==> src/rtl/oam_dma_pkg.sv <==
// Shared types and constants for the OAM DMA controller.
// Optional bus-conflict read-back is enabled by defining OAM_DMA_BUS_CONFLICT_EN.
package oam_dma_pkg;

    typedef enum logic [1:0] {
        ST_IDLE  = 2'd0,
        ST_DELAY = 2'd1,
        ST_READ  = 2'd2,
        ST_WRITE = 2'd3
    } dma_state_e;

    localparam logic [15:0] DMA_REG_ADDR   = 16'hFF46;
    localparam logic [15:0] OAM_BASE       = 16'hFE00;
    localparam int          OAM_LEN        = 160;
    localparam logic [7:0]  ECHO_THRESHOLD = 8'hE0;
    localparam logic [15:0] CPU_BUS_TOP    = 16'hFEFF;

    // Sources at E0 and above alias work RAM through the echo region.
    function automatic logic [7:0] eff_src(input logic [7:0] s);
        return (s < ECHO_THRESHOLD) ? s : s - 8'h20;
    endfunction

endpackage

==> src/rtl/oam_dma_bus_mux.sv <==
// Combinational arbiter between the CPU and the DMA engine on the shared bus.
// OAM_DMA_BUS_CONFLICT_EN selects what CPU reads return while DMA owns the bus.
module oam_dma_bus_mux
    import oam_dma_pkg::*;
(
    input  logic        dma_active,
    input  logic        dma_read,
    input  logic [15:0] dma_addr,
    input  logic        cpu_en,
    input  logic        cpu_req,
    input  logic        cpu_we,
    input  logic [15:0] cpu_addr,
    input  logic [7:0]  cpu_wdata,
    output logic [7:0]  cpu_rdata,
    output logic        mem_req,
    output logic        mem_we,
    output logic [15:0] mem_addr,
    output logic [7:0]  mem_wdata,
    input  logic [7:0]  mem_rdata
);

    logic cpu_sel;
    assign cpu_sel = cpu_en && cpu_req && (cpu_addr <= CPU_BUS_TOP);

    always_comb begin
        mem_req   = 1'b0;
        mem_we    = 1'b0;
        mem_addr  = 16'h0000;
        mem_wdata = 8'h00;
        // While DMA owns the bus the CPU is ignored entirely, writes included.
        if (dma_active) begin
            if (dma_read) begin
                mem_req  = 1'b1;
                mem_addr = dma_addr;
            end
        end else if (cpu_sel) begin
            mem_req   = 1'b1;
            mem_we    = cpu_we;
            mem_addr  = cpu_addr;
            mem_wdata = cpu_wdata;
        end
    end

`ifdef OAM_DMA_BUS_CONFLICT_EN
    assign cpu_rdata = mem_rdata;
`else
    assign cpu_rdata = dma_active ? 8'hFF : mem_rdata;
`endif

endmodule

==> src/rtl/oam_dma_ctrl.sv <==
// OAM DMA controller: FF46 write copies 160 bytes from {src,00} into OAM.
// Define OAM_DMA_BUS_CONFLICT_EN to return live bus data to CPU reads during DMA.
module oam_dma_ctrl
    import oam_dma_pkg::*;
#(
    parameter int START_DELAY = 4
) (
    input  logic        clk,
    input  logic        reset,
    input  logic        reg_wr_en,
    input  logic        reg_rd_en,
    input  logic [15:0] reg_addr,
    input  logic [7:0]  reg_wdata,
    output logic [7:0]  reg_rdata,
    input  logic        cpu_req,
    input  logic        cpu_we,
    input  logic [15:0] cpu_addr,
    input  logic [7:0]  cpu_wdata,
    output logic [7:0]  cpu_rdata,
    output logic        mem_req,
    output logic        mem_we,
    output logic [15:0] mem_addr,
    output logic [7:0]  mem_wdata,
    input  logic [7:0]  mem_rdata,
    output logic        oam_we,
    output logic [7:0]  oam_addr,
    output logic [7:0]  oam_wdata,
    output logic        dma_active
);

    localparam logic [7:0] DLY_LAST = 8'(START_DELAY - 1);
    localparam logic [7:0] IDX_LAST = 8'(OAM_LEN - 1);
    localparam dma_state_e START_ST = (START_DELAY == 0) ? ST_READ : ST_DELAY;

    dma_state_e state;
    logic [7:0] src;
    logic [7:0] idx;
    logic [7:0] dly_cnt;
    logic       reg_hit_wr;

    assign reg_hit_wr = reg_wr_en && (reg_addr == DMA_REG_ADDR);

    always_ff @(posedge clk or posedge reset) begin
        if (reset) begin
            state   <= ST_IDLE;
            src     <= 8'h00;
            idx     <= 8'h00;
            dly_cnt <= 8'h00;
        end else if (reg_hit_wr) begin
            // A new trigger always wins, even over the final byte.
            src     <= reg_wdata;
            idx     <= 8'h00;
            dly_cnt <= 8'h00;
            state   <= START_ST;
        end else begin
            case (state)
                ST_DELAY: begin
                    dly_cnt <= dly_cnt + 8'd1;
                    if (dly_cnt == DLY_LAST)
                        state <= ST_READ;
                end
                ST_READ:
                    state <= ST_WRITE;
                ST_WRITE: begin
                    if (idx == IDX_LAST) begin
                        idx   <= 8'h00;
                        state <= ST_IDLE;
                    end else begin
                        idx   <= idx + 8'd1;
                        state <= ST_READ;
                    end
                end
                default:
                    state <= ST_IDLE;
            endcase
        end
    end

    assign reg_rdata  = (reg_rd_en && (reg_addr == DMA_REG_ADDR)) ? src : 8'hFF;
    assign dma_active = (state == ST_READ) || (state == ST_WRITE);
    assign oam_we     = (state == ST_WRITE);
    assign oam_addr   = oam_we ? idx : 8'h00;
    assign oam_wdata  = oam_we ? mem_rdata : 8'h00;

    oam_dma_bus_mux u_bus_mux (
        .dma_active (dma_active),
        .dma_read   (state == ST_READ),
        .dma_addr   ({eff_src(src), idx}),
        .cpu_en     (!reset),
        .cpu_req    (cpu_req),
        .cpu_we     (cpu_we),
        .cpu_addr   (cpu_addr),
        .cpu_wdata  (cpu_wdata),
        .cpu_rdata  (cpu_rdata),
        .mem_req    (mem_req),
        .mem_we     (mem_we),
        .mem_addr   (mem_addr),
        .mem_wdata  (mem_wdata),
        .mem_rdata  (mem_rdata)
    );

endmodule

==> config.mk <==
export PLATFORM = sky130hd
export DESIGN_NAME = oam_dma_ctrl
export DESIGN_NICKNAME = d
export VERILOG_FILES = /design/src/rtl/oam_dma_pkg.sv /design/src/rtl/oam_dma_bus_mux.sv /design/src/rtl/oam_dma_ctrl.sv
export SDC_FILE = /design/constraint.sdc
export NUM_CORES = 1
export LEC_CHECK = 0
export ABC_AREA = 1
export BUFFER_PORTS_ARGS = -buffer_cell sky130_fd_sc_hd__buf_4
export CORE_MARGIN = 5
export CORE_UTILIZATION = 45
export DETAILED_ROUTE_END_ITERATION = 6
export GPL_ROUTABILITY_DRIVEN = 0
export HOLD_SLACK_MARGIN = 0.15
export MAX_ROUTING_LAYER = met4
export PLACE_DENSITY = 0.82
export SLEW_MARGIN = 20
export SYNTH_ARGS = -nofsm -noshare
export SYNTH_HDL_FRONTEND = slang
export SYNTH_SLANG_ARGS = --single-unit
==> constraint.sdc <==
create_clock -name clk -period 3.85 [get_ports clk]
set_input_delay 0.385 -clock clk [delete_from_list [all_inputs] [get_ports clk]]
set_output_delay 0.385 -clock clk [all_outputs]
set_load 0.005 [all_outputs]
==> results of run 1 <==
==> path summary, 6_finish.rpt <==
check	startpoint	to	slack, ns	depth (start not counted)
max	reset	mem_wdata[5]	1.48	8
max in group asynchronous	reset	idx[2]$_DFFE_PP0P_	3.44	3
min in group clk	reg_wdata[3]	src[3]$_DFFE_PP0N_	0.33	3
min reg2reg	src[4]$_DFFE_PP0N_	src[4]$_DFFE_PP0N_	0.49	2
min	reset	src[1]$_DFFE_PP0N_	0.16	3
max reg2reg	state[0]$_DFFE_PP0P_	idx[3]$_DFFE_PP0P_	2.07	6
==> stage by stage <==
stage	cell area, um2	utilization [%]	power [W]	instances
finish	3080	69.3	0.00122	517
detailed placement	3010	67.7	0.00101	513
global route	3080	69.3	0.00133	517
CTS	3080	69.3	0.00123	517
floorplan	2100	-	0.000746	349
global placement	3010	67.7	0.000993	513
==> cells in the mapped netlist (all sizes together) (2+ instances only) <==
master  count
buf        10
dfrtp      26
ha          3
inv        69
nand2      95
nand3      57
nand4       4
nor2       56
nor3        3
o21ai      20
xor2        2
==> state kept, by name, indices dropped and copies added (netlist names) <==
signal and flops:
dly_cnt 8, state 2, idx 8, src 8
==> layer usage <==
metal	global-route usage (%)	wire, um
met1	23.5	2550
met2	40.0	3390
met3	2.86	485
met4	4.72	44
met5	-	0
==> power by group <==
part	switching, W	internal [W]
logic	0.000333	0.000267
clock network	0.0000826	0.000139
registers	0.0000671	0.000329
total	0.000483	0.000735
==> cell type report <==
| cell class | count | area [um2] | share of cell area [%] |
|---|---|---|---|
| Timing Repair Buffer | 122 | 916 | 29.7 |
| Tap cell | 52 | 65.1 | 2.11 |
| Clock inverter | 1 | 30.0 | 0.975 |
| Inverter | 70 | 267 | 8.65 |
| Multi-Input combinational cell | 243 | 1110 | 36.1 |
| Clock buffer | 3 | 41.3 | 1.34 |
| Sequential cell | 26 | 651 | 21.1 |
==> worst max-delay path, delay by kind of cell <==
family	cells	cell delay (ns)
simple gates	4	1.01
buf+inv	4	0.59
==> logic make-up after synthesis <==
group / after synthesis / synth area share, %
compound gates: 22 / 5.37
flops: 26 / 31.0
fa+ha+maj: 3 / 1.79
simple gates: 216 / 45.0
buf+inv: 80 / 16.0
xor+xnor: 2 / 0.835
==> impl_results.md, run 1 <==
- Max Transition Viols Final: 0
- Vias in the first global route: 2313
- Final period util: 61.5%
- Status: completed
- Post-Route WL: between 6000 and 7000 um
- Max Root-Sink Buffers: 2
- YS warnings: 0
- Max-cap violation count: 0
- FF+latch count, synth: 26
- CTS buffer count: 3
- Mean Syn Cell Area: 6.01 um2
- Antenna fix cells: 0
- Number of flops mapped to enable cells by yosys: 0
- H-Tree Depth: 1
- Cells after synthesis: 349
- Min Tclk post-route: about 2.4 ns
- Setup repair bufs after CTS: 0
- Area Growth Syn to Fin: 46.8%
- Setup violators final: 0
- Hold Crit Class: primary input to asynchronous set/reset pin
- Clock latency at the later pin of the worst-skew pair: ~0.27 ns
- Max IR drop VDD: between 0.2 and 0.3 mV
- Initial Util: 47.2%
- I/O pins: approximately 120
- Final Skew: between 0.006 and 0.007 ns
- Hold slack: 0.160 ns
- Nets: about 530
- Chip height: 78.3 um
- Post-Syn Nets: ~410
- Post-CTS sizing: 0
- Final setup margin: 1.48 ns
- Core Area: 4440 um2
- CP arrival: 1.98 ns
- Startpoint types: primary input
- Crit path required time: 3.46 ns
- Row cnt: 24
- Kind of critical path: primary input to output pin
- Top fanout value on the critical path: 27
- Post-CTS Hold Fix Bufs: 0
- Vias: 2486
- Largest net degree at the start of global routing: 28
- Pre-CTS WS: 1.43 ns
- Most used cell, CP: buf_4
- Initial antenna violation count: 0
- CP Capture Type: output pin
- First-pass GRT wire length: just over 10000 um
- Commonest non-fill, non-tap cell in the layout: buf_4
- Share of layout cells above drive strength 1: 29.2%
- Post-DP HPWL: approximately 5400 um
- Grt total ovfl: 0
- Mapped cell area: 2100 um2
- IO Port Bufs: ~120
- Filler cells: approximately 410
- Worst-Margin Slew: 0.731 ns
- Most area-consuming cells after synthesis: dfrtp_1 (31%), nand2_1 (17%), nand3_1 (13%), inv_1 (12%), nor2_1 (9.5%)
- Top cell type's share of synthesized area: 31.0%
- Slew headroom: 51.2%
- Fmax: 0.423 GHz
- Unrepaired setup endpoints after global routing: no
- Critical Path Max Stage Delay: approximately 0.51 ns
- Die X: 78.3 um
- TritonCTS clock tree: done
- Main flop type after synthesis: dfrtp_1
- Seq/Total Area, Yosys: 31.0%
- P per Cell Area: just under 400 nW/um2
- DIE AREA: 6130 um2
- Remaining antenna violation count after routing: 0
- Async SR Flop Fraction: 100%
- Slowest cell on the critical path: nor2_2
- Post-synth cell types: 26
- Total negative slack: 0 ns
- Leak pwr: 1.81 nW
- Root cell of the clock tree: clkbuf_8
- Vias per cell: approximately 4.8
- DR iter-0 viols: roughly 110
- CP cell instances: buf_4 > inv_1 > buf_4 > nand2_1 > nor2_2 > nand2_2 > nor2_1 > buf_4
- Total Routing Usage GR: 21.1%
- Commonest non-fill, non-tap cells in the layout: buf_4 (122), nand2_1 (93), inv_1 (68)
- Sink Count: 26
- Clock transition at path regs: 0.09 ns
- Wire per inst: 12.5 um
- Endpoints failing hold: 0
- DRC Markers: 0
- Synth area leader: dfrtp_1
- Initial DRT Pass Iterations: 4
No activity file was read; power rests on OpenSTA's default activity.
==> run 2: changes to the inputs <==
Settings changed: CORE_UTILIZATION 45 to 40, PLACE_DENSITY 0.82 to 0.77.
Clock period 3.85 ns to 2.05 ns, I/O delays scaled along.
==> run 2 against run 1 <==
Count of clock-buffer cells in the layout grew 1. Global-route usage shrank 1.9 points. Register-to-register slack lost 1.6 ns. Sequential share of layout area shrank 0.40 points. Flip-flop and latch count is the same. Sequential power grew 87%. Wire length grew 0.85%. Hold slack lost 0.0040 ns. Design area grew 1.9%. Critical path type is now flip-flop to output pin. Largest cell class unchanged.
==> impl_results.md, run 2 (synthesis gave the netlist of run 1 again) <==
- Hold Crit Class: primary input to flip-flop
- Post-Route WL: 6530 um
- First-pass GRT wire length: 10100 um
- Setup repair bufs after CTS: 0
- H-Tree Depth: 1
- Filler cells: 509
- Post-Place Cells: 534
- Fmax: 0.526 GHz
- Post-DP HPWL: 5450 um
- Slew headroom: 68.6%
- FF-to-FF setup slack: between 0.4 and 0.5 ns
- Unrepaired setup endpoints after global routing: no
- Post-CTS sizing: 0
- Vias per cell: 4.69
- Final period util: 92.7%
- Hold slack: about 0.16 ns
- Worst-Margin Slew: 0.470 ns
- Total chip power: 0.00223 W
- Final Skew: 0.00261 ns
- Commonest non-fill, non-tap cells in the layout: buf_4 (125), nand2_1 (93), inv_1 (68)
- Max-cap violation count: 0
- Largest net degree at the start of global routing: 27
- Register area: around 650 um2
- CTS buffer count: 3
- CP Capture Type: output pin
- I/O pins: 122
- Fin cells: roughly 540
- Dpl cell area: just over 3000 um2
- Initial Util: 41.1%
- Vias: 2535
- Max Root-Sink Buffers: 2
- Flop pwr share: roughly a third
- Multi-input gate area: 1110 um2
- Endpoints failing hold: 0
- IO Port Bufs: 121
- Max IR drop VDD: 0.327 mV
- Clock transition at path regs: around 0.080 ns
- Min Tclk post-route: 1.90 ns
- DRC Markers: 0
- Wire per inst: approximately 12 um
- Total Routing Usage GR: 19.3%
- Status: completed
- Remaining antenna violation count after routing: 0
- Max Transition Viols Final: 0
- Top fanout value on the critical path: 10
- Startpoint types: flip-flop
- Nets: 537
- Clock latency at the later pin of the worst-skew pair: 0.27 ns
- P per Cell Area: 710 nW/um2
- Antenna fix cells: 0
- CP arrival: 1.70 ns
- Vias in the first global route: 2381
- DIE AREA: just under 7000 um2
- Int Pwr: around 0.0013 W
- Area Growth Syn to Fin: 49.6%
- Crit path required time: approximately 1.9 ns
- Total negative slack: 0 ns
- Kind of critical path: flip-flop to output pin
- Initial DRT Pass Iterations: 4
- Leak pwr: 1.83 nW
- Combinational power share: 52.2%
- Root cell of the clock tree: clkbuf_8
- Final instance area: 3140 um2
- Die X: 82.4 um
- Row cnt: 26
- Core Area: ~5000 um2
- TritonCTS clock tree: done
- Share of layout cells above drive strength 1: 29.5%
- Top Registers: dly_cnt (8), idx (8), src (8)
- Initial antenna violation count: 0
- Sw power: between 0.0009 and 0.001 W
- Switching Fraction: between 40% and 50%
- Sink Count: 26
- Grt total ovfl: 0
- Part of the power in the clock network: 14.4%
- Chip height: 82.4 um
- DR iter-0 viols: between 100 and 150
- Post-CTS Hold Fix Bufs: 3
- Commonest non-fill, non-tap cell in the layout: buf_4
- Setup violators final: 0
-- run 2: cell count changes in the layout (fill, tap and decap cells not counted) --
cell / before / now
bufinv_16: 1 / 0
buf_4: 122 / 125
clkbuf_8: 3 / 4
dlygate4sd3_1: 0 / 3
-- run 2: area by class of cell --
class,instances,area share (%)
timing repair buffer,128,30.8
tap,70,2.79
clock buffer,4,1.75
multi-input combinational,243,35.4
inverter,70,8.49
sequential,26,20.7
-- run 2: power groups by stage --
stage	Sequential [W]	Combinational (W)	Clock [W]
global placement	0.000746	0.00114	0
global route	0.000764	0.00130	0.000359
detailed placement	0.000751	0.00116	0
CTS	0.000741	0.00117	0.000336
floorplan	0.000728	0.000673	0
finish	0.000744	0.00116	0.000322
-- run 2: stage by stage --
stage                     setup WS [ns]  util [%]
after floorplan                   0.330         -
after global placement            0.500      59.8
after detailed placement          0.454      59.8
after CTS                         0.151      61.5
after global routing             0.0472      61.5
final                             0.149      61.5
-- run 2: worst max-delay path: stages, from the launching register on --
cell     delay, ns
dfrtp_1       0.46
nor2_2        0.39
buf_4         0.24
nand3_1       0.09
o21ai_0       0.11
buf_4         0.14
-- run 2: path summary, 6_finish.rpt --
path	from	end	cells past startpoint
setup reg to reg	state[1]$_DFFE_PP0P_	idx[4]$_DFFE_PP0P_	7
max in group asynchronous	reset	idx[4]$_DFFE_PP0P_	4
hold reg to reg	src[0]$_DFFE_PP0N_	src[0]$_DFFE_PP0N_	2
min in group asynchronous	reset	src[0]$_DFFE_PP0N_	4
hold / removal	reg_wdata[6]	src[6]$_DFFE_PP0N_	3
setup / recovery	state[1]$_DFFE_PP0P_	mem_addr[5]	5
-- run 2: per-layer routing --
metal	GRT usage [%]	wire length, um	up-vias	part of all wire [%]
met5	-	0	-	0
met2	36.9	3200	100	49
li1	-	-	1313	-
met1	20.3	2560	1116	39
met4	3.99	51	0	0.78
met3	3.80	718	6	11
==> run 3: changes to the inputs <==
Settings changed: ABC_AREA 1 to unset, CORE_UTILIZATION 40 to 38.
==> run 3 against run 2 <==
Die area is 7.9% lower. Setup slack worse by 0.040 ns. Design area is 8.3% lower. Wire length is 15% lower. Cell count is 30% lower. Combinational power is 57% lower. Non-clock buffer count is 5 higher. Synthesized area is 13% lower. Flip-flop and latch count stayed put. Fmax is 2.1% lower. Sequential share of layout area is 1.9 points higher. Core utilization is 0.10 points lower. Largest cell class unchanged. Highest routed layer unchanged.
==> impl_results.md, run 3 <==
- Top post-synthesis cells by count: dfrtp_1 (26), and3_1 (18), nor2_1 (17)
- Mapped cell area: 1820 um2
- FF+latch count, synth: 26
- Post-synth cell types: 35
- First-pass GRT wire length: about 9000 um
- Initial DRT Pass Iterations: 4
- Hold slack: ~0.16 ns
- Core Area: 4690 um2
- P per Cell Area: 518 nW/um2
- CP arrival: around 1.7 ns
- Async SR Flop Fraction: 100%
- Kind of critical path: primary input to output pin
- TritonCTS clock tree: done
- Setup violators final: 0
- IO Port Bufs: ~120
- Final Skew: 0.00475 ns
- Worst r2r dst: idx[5]$_DFFE_PP0P_
- Seq/Total Area, Yosys: 35.8%
- Cells on worst reg2reg path: 6
- Slowest cell on the critical path: or4bb_1
- Fmax: 0.515 GHz
- Max-cap violation count: 0
- Most used cell, CP: buf_4
- CTS buffer count: 3
- Final period util: 94.7%
- Crit path max-delay family: simple AND/OR/NAND/NOR gates
- Hold EP: src[7]$_DFFE_PP0N_
- DIE AREA: 6260 um2
- DR iter-0 viols: 111
- Main flop type after synthesis: dfrtp_1
- Post-Syn Nets: 265
- Sink Count: 26
- Total Routing Usage GR: between 10% and 20%
- Nets: 389
- Root cell of the clock tree: clkbuf_8
- CP Capture Type: output pin
- Slew headroom: 63.0%
- Grt total ovfl: 0
- Commonest non-fill, non-tap cells in the layout: buf_4 (130), dfrtp_1 (26), and3_1 (18)
- Mean Syn Cell Area: approximately 9.1 um2
- YS warnings: 0
- Top fanout value on the critical path: 6
- Max Transition Viols Final: 0
- Antenna fix cells: 0
- Chip height: 79.1 um
- Hold path cells: 2
- Die X: 79.1 um
- Row cnt: 25
- Hold Crit Class: primary input to flip-flop
- DRC Markers: 0
- Post-DP HPWL: 4530 um
- Worst-Margin Slew: ~0.55 ns
- Clock transition at path regs: roughly 0.09 ns
- Vias: between 1500 and 2000
- Pre-CTS WS: -0.0498 ns
- Most numerous cell in the Yosys netlist: dfrtp_1
- Initial antenna violation count: 0
- Vias in the first global route: 2000
- Startpoint types: primary input
- Critical Path Max Stage Delay: about 0.54 ns
- Share of layout cells above drive strength 1: 49.8%
- Commonest non-fill, non-tap cell in the layout: buf_4
- Synth area leader: dfrtp_1
- Leak pwr: 1.42 nW
- Remaining antenna violation count after routing: 0
- CP bufs+invs: 2
- Top cell type's share of synthesized area: between 30% and 40%
- Wire per inst: 14.7 um
- Max IR drop VDD: 0.238 mV
- Crit path required time: 1.85 ns
- Max Root-Sink Buffers: 2
- Status: completed
- H-Tree Depth: 1
- Filler cells: about 430
- Vias per cell: just over 5
- Post-Route WL: 5550 um
- Final setup margin: 0.109 ns
- Initial Util: ~39%
- Most area-consuming cells after synthesis: dfrtp_1 (36%), a22o_1 (6.3%), and3_1 (6.2%), or2_2 (5.2%), mux2_4 (5.0%)
- Worst hold start: reg_wdata[7]
- Clock latency at the later pin of the worst-skew pair: 0.27 ns
- CP cell instances: buf_4 > or4bb_1 > nor4_4 > nand2_1 > or2_2 > buf_4
- Top Registers: dly_cnt (8), idx (8), src (8)
- Largest net degree at the start of global routing: 29
- Min Tclk post-route: 1.94 ns
- Number of flops mapped to enable cells by yosys: 0
- Unrepaired setup endpoints after global routing: no
- Reg2Reg Launch Point: state[0]$_DFFE_PP0P_
- FF-to-FF setup slack: 0.16 ns
- I/O pins: 122
- Area Growth Syn to Fin: 58.6%
- Cells after synthesis: 200
- Endpoints failing hold: 0
[run 3: cell count changes after synthesis, moves of 6 or more]
cell	before	now
a22o_1	0	13
and2_1	0	10
and3_1	1	18
clkbuf_1	0	11
inv_1	68	5
mux2_4	0	6
nand2_1	93	14
nand3_1	56	10
nor2_1	53	17
o21ai_0	19	4
or2_2	0	15
[run 3: stage by stage]
step / total power (W) / TNS [ns] / cell area (um2) / std cells / util, %
3_5_place_dp: 0.00117 / -0.376 / 2790 / 370 / 59.5
2_1_floorplan: 0.000889 / 0 / 1820 / 200 / -
4_1_cts: 0.00150 / 0 / 2870 / 376 / 61.1
3_3_place_gp: 0.00116 / -0.00750 / 2790 / 370 / 59.5
6_report: 0.00149 / 0 / 2880 / 377 / 61.4
5_1_grt: 0.00159 / 0 / 2880 / 377 / 61.4
[run 3: cells by family (layout without fill, tap and decap cells)]
| group | Yosys count | after routing | share of synthesized area, % |
|---|---|---|---|
| flip-flops | 26 | 26 | 35.8 |
| multiplexers | 7 | 7 | 5.51 |
| XOR/XNOR | 10 | 10 | 4.82 |
| adder cells (fa/ha/maj) | 3 | 3 | 2.07 |
| AO/OA/AOI/OAI | 28 | 28 | 11.8 |
| buffers and inverters | 19 | 142 | 5.79 |
| AND/OR/NAND/NOR | 107 | 107 | 34.2 |
[run 3: metal layers]
layer | vias to the layer above | GRT usage (%) | routed length (um)
met4 | 0 | 6.70 | 82
met2 | 96 | 30.9 | 2750
li1 | 956 | - | -
met3 | 6 | 3.29 | 512
met1 | 902 | 21.8 | 2210
met5 | - | - | 0
[run 3: how the worst max path moves through the flow]
stage / from / to / slack (ns) / cells after the start
6_report: reg_addr[5] / reg_rdata[4] / 0.11 / 6
5_1_grt: state[1]$_DFFE_PP0P_ / mem_addr[15] / 0.002 / 5
4_1_cts: reg_addr[5] / reg_rdata[4] / 0.1 / 6
3_5_place_dp: reg_addr[0] / src[0]$_DFFE_PP0N_ / -0.05 / 6
3_3_place_gp: reg_addr[0] / src[4]$_DFFE_PP0N_ / -0.001 / 6
2_1_floorplan: reg_addr[0] / src[0]$_DFFE_PP0N_ / 0.19 / 5
[run 3: area by class of cell]
type                       count  area (um2)  area share [%]
clock buffer                   4        55.1            1.91
inverter                       5        18.8           0.652
multi-input combinational    155        1070            37.2
sequential                    26         651            22.6
tap                           54        67.6            2.35
timing repair buffer         133        1020            35.3
[run 3: what timing repair did]
action,4_1_cts,5_1_grt
buffers inserted,1,0
gates resized for setup,1,0
endpoints found under the hold margin,8,1
hold buffers,1,1
endpoints found under the setup margin,11,0
[run 3: where the power goes]
group | leakage (nW) | switching, W | internal (W)
combinational | 1.10 | 0.000206 | 0.000289
clock | 0.0288 | 0.000163 | 0.000172
sequential | 0.287 | 0.0000896 | 0.000573
[run 3: worst register-to-register path, delay by kind of cell (launching register included)]
kind            cells  cell delay, ns
buf+inv             2            0.37
flops               1            0.37
compound gates      1            0.17
simple gates        3            0.90
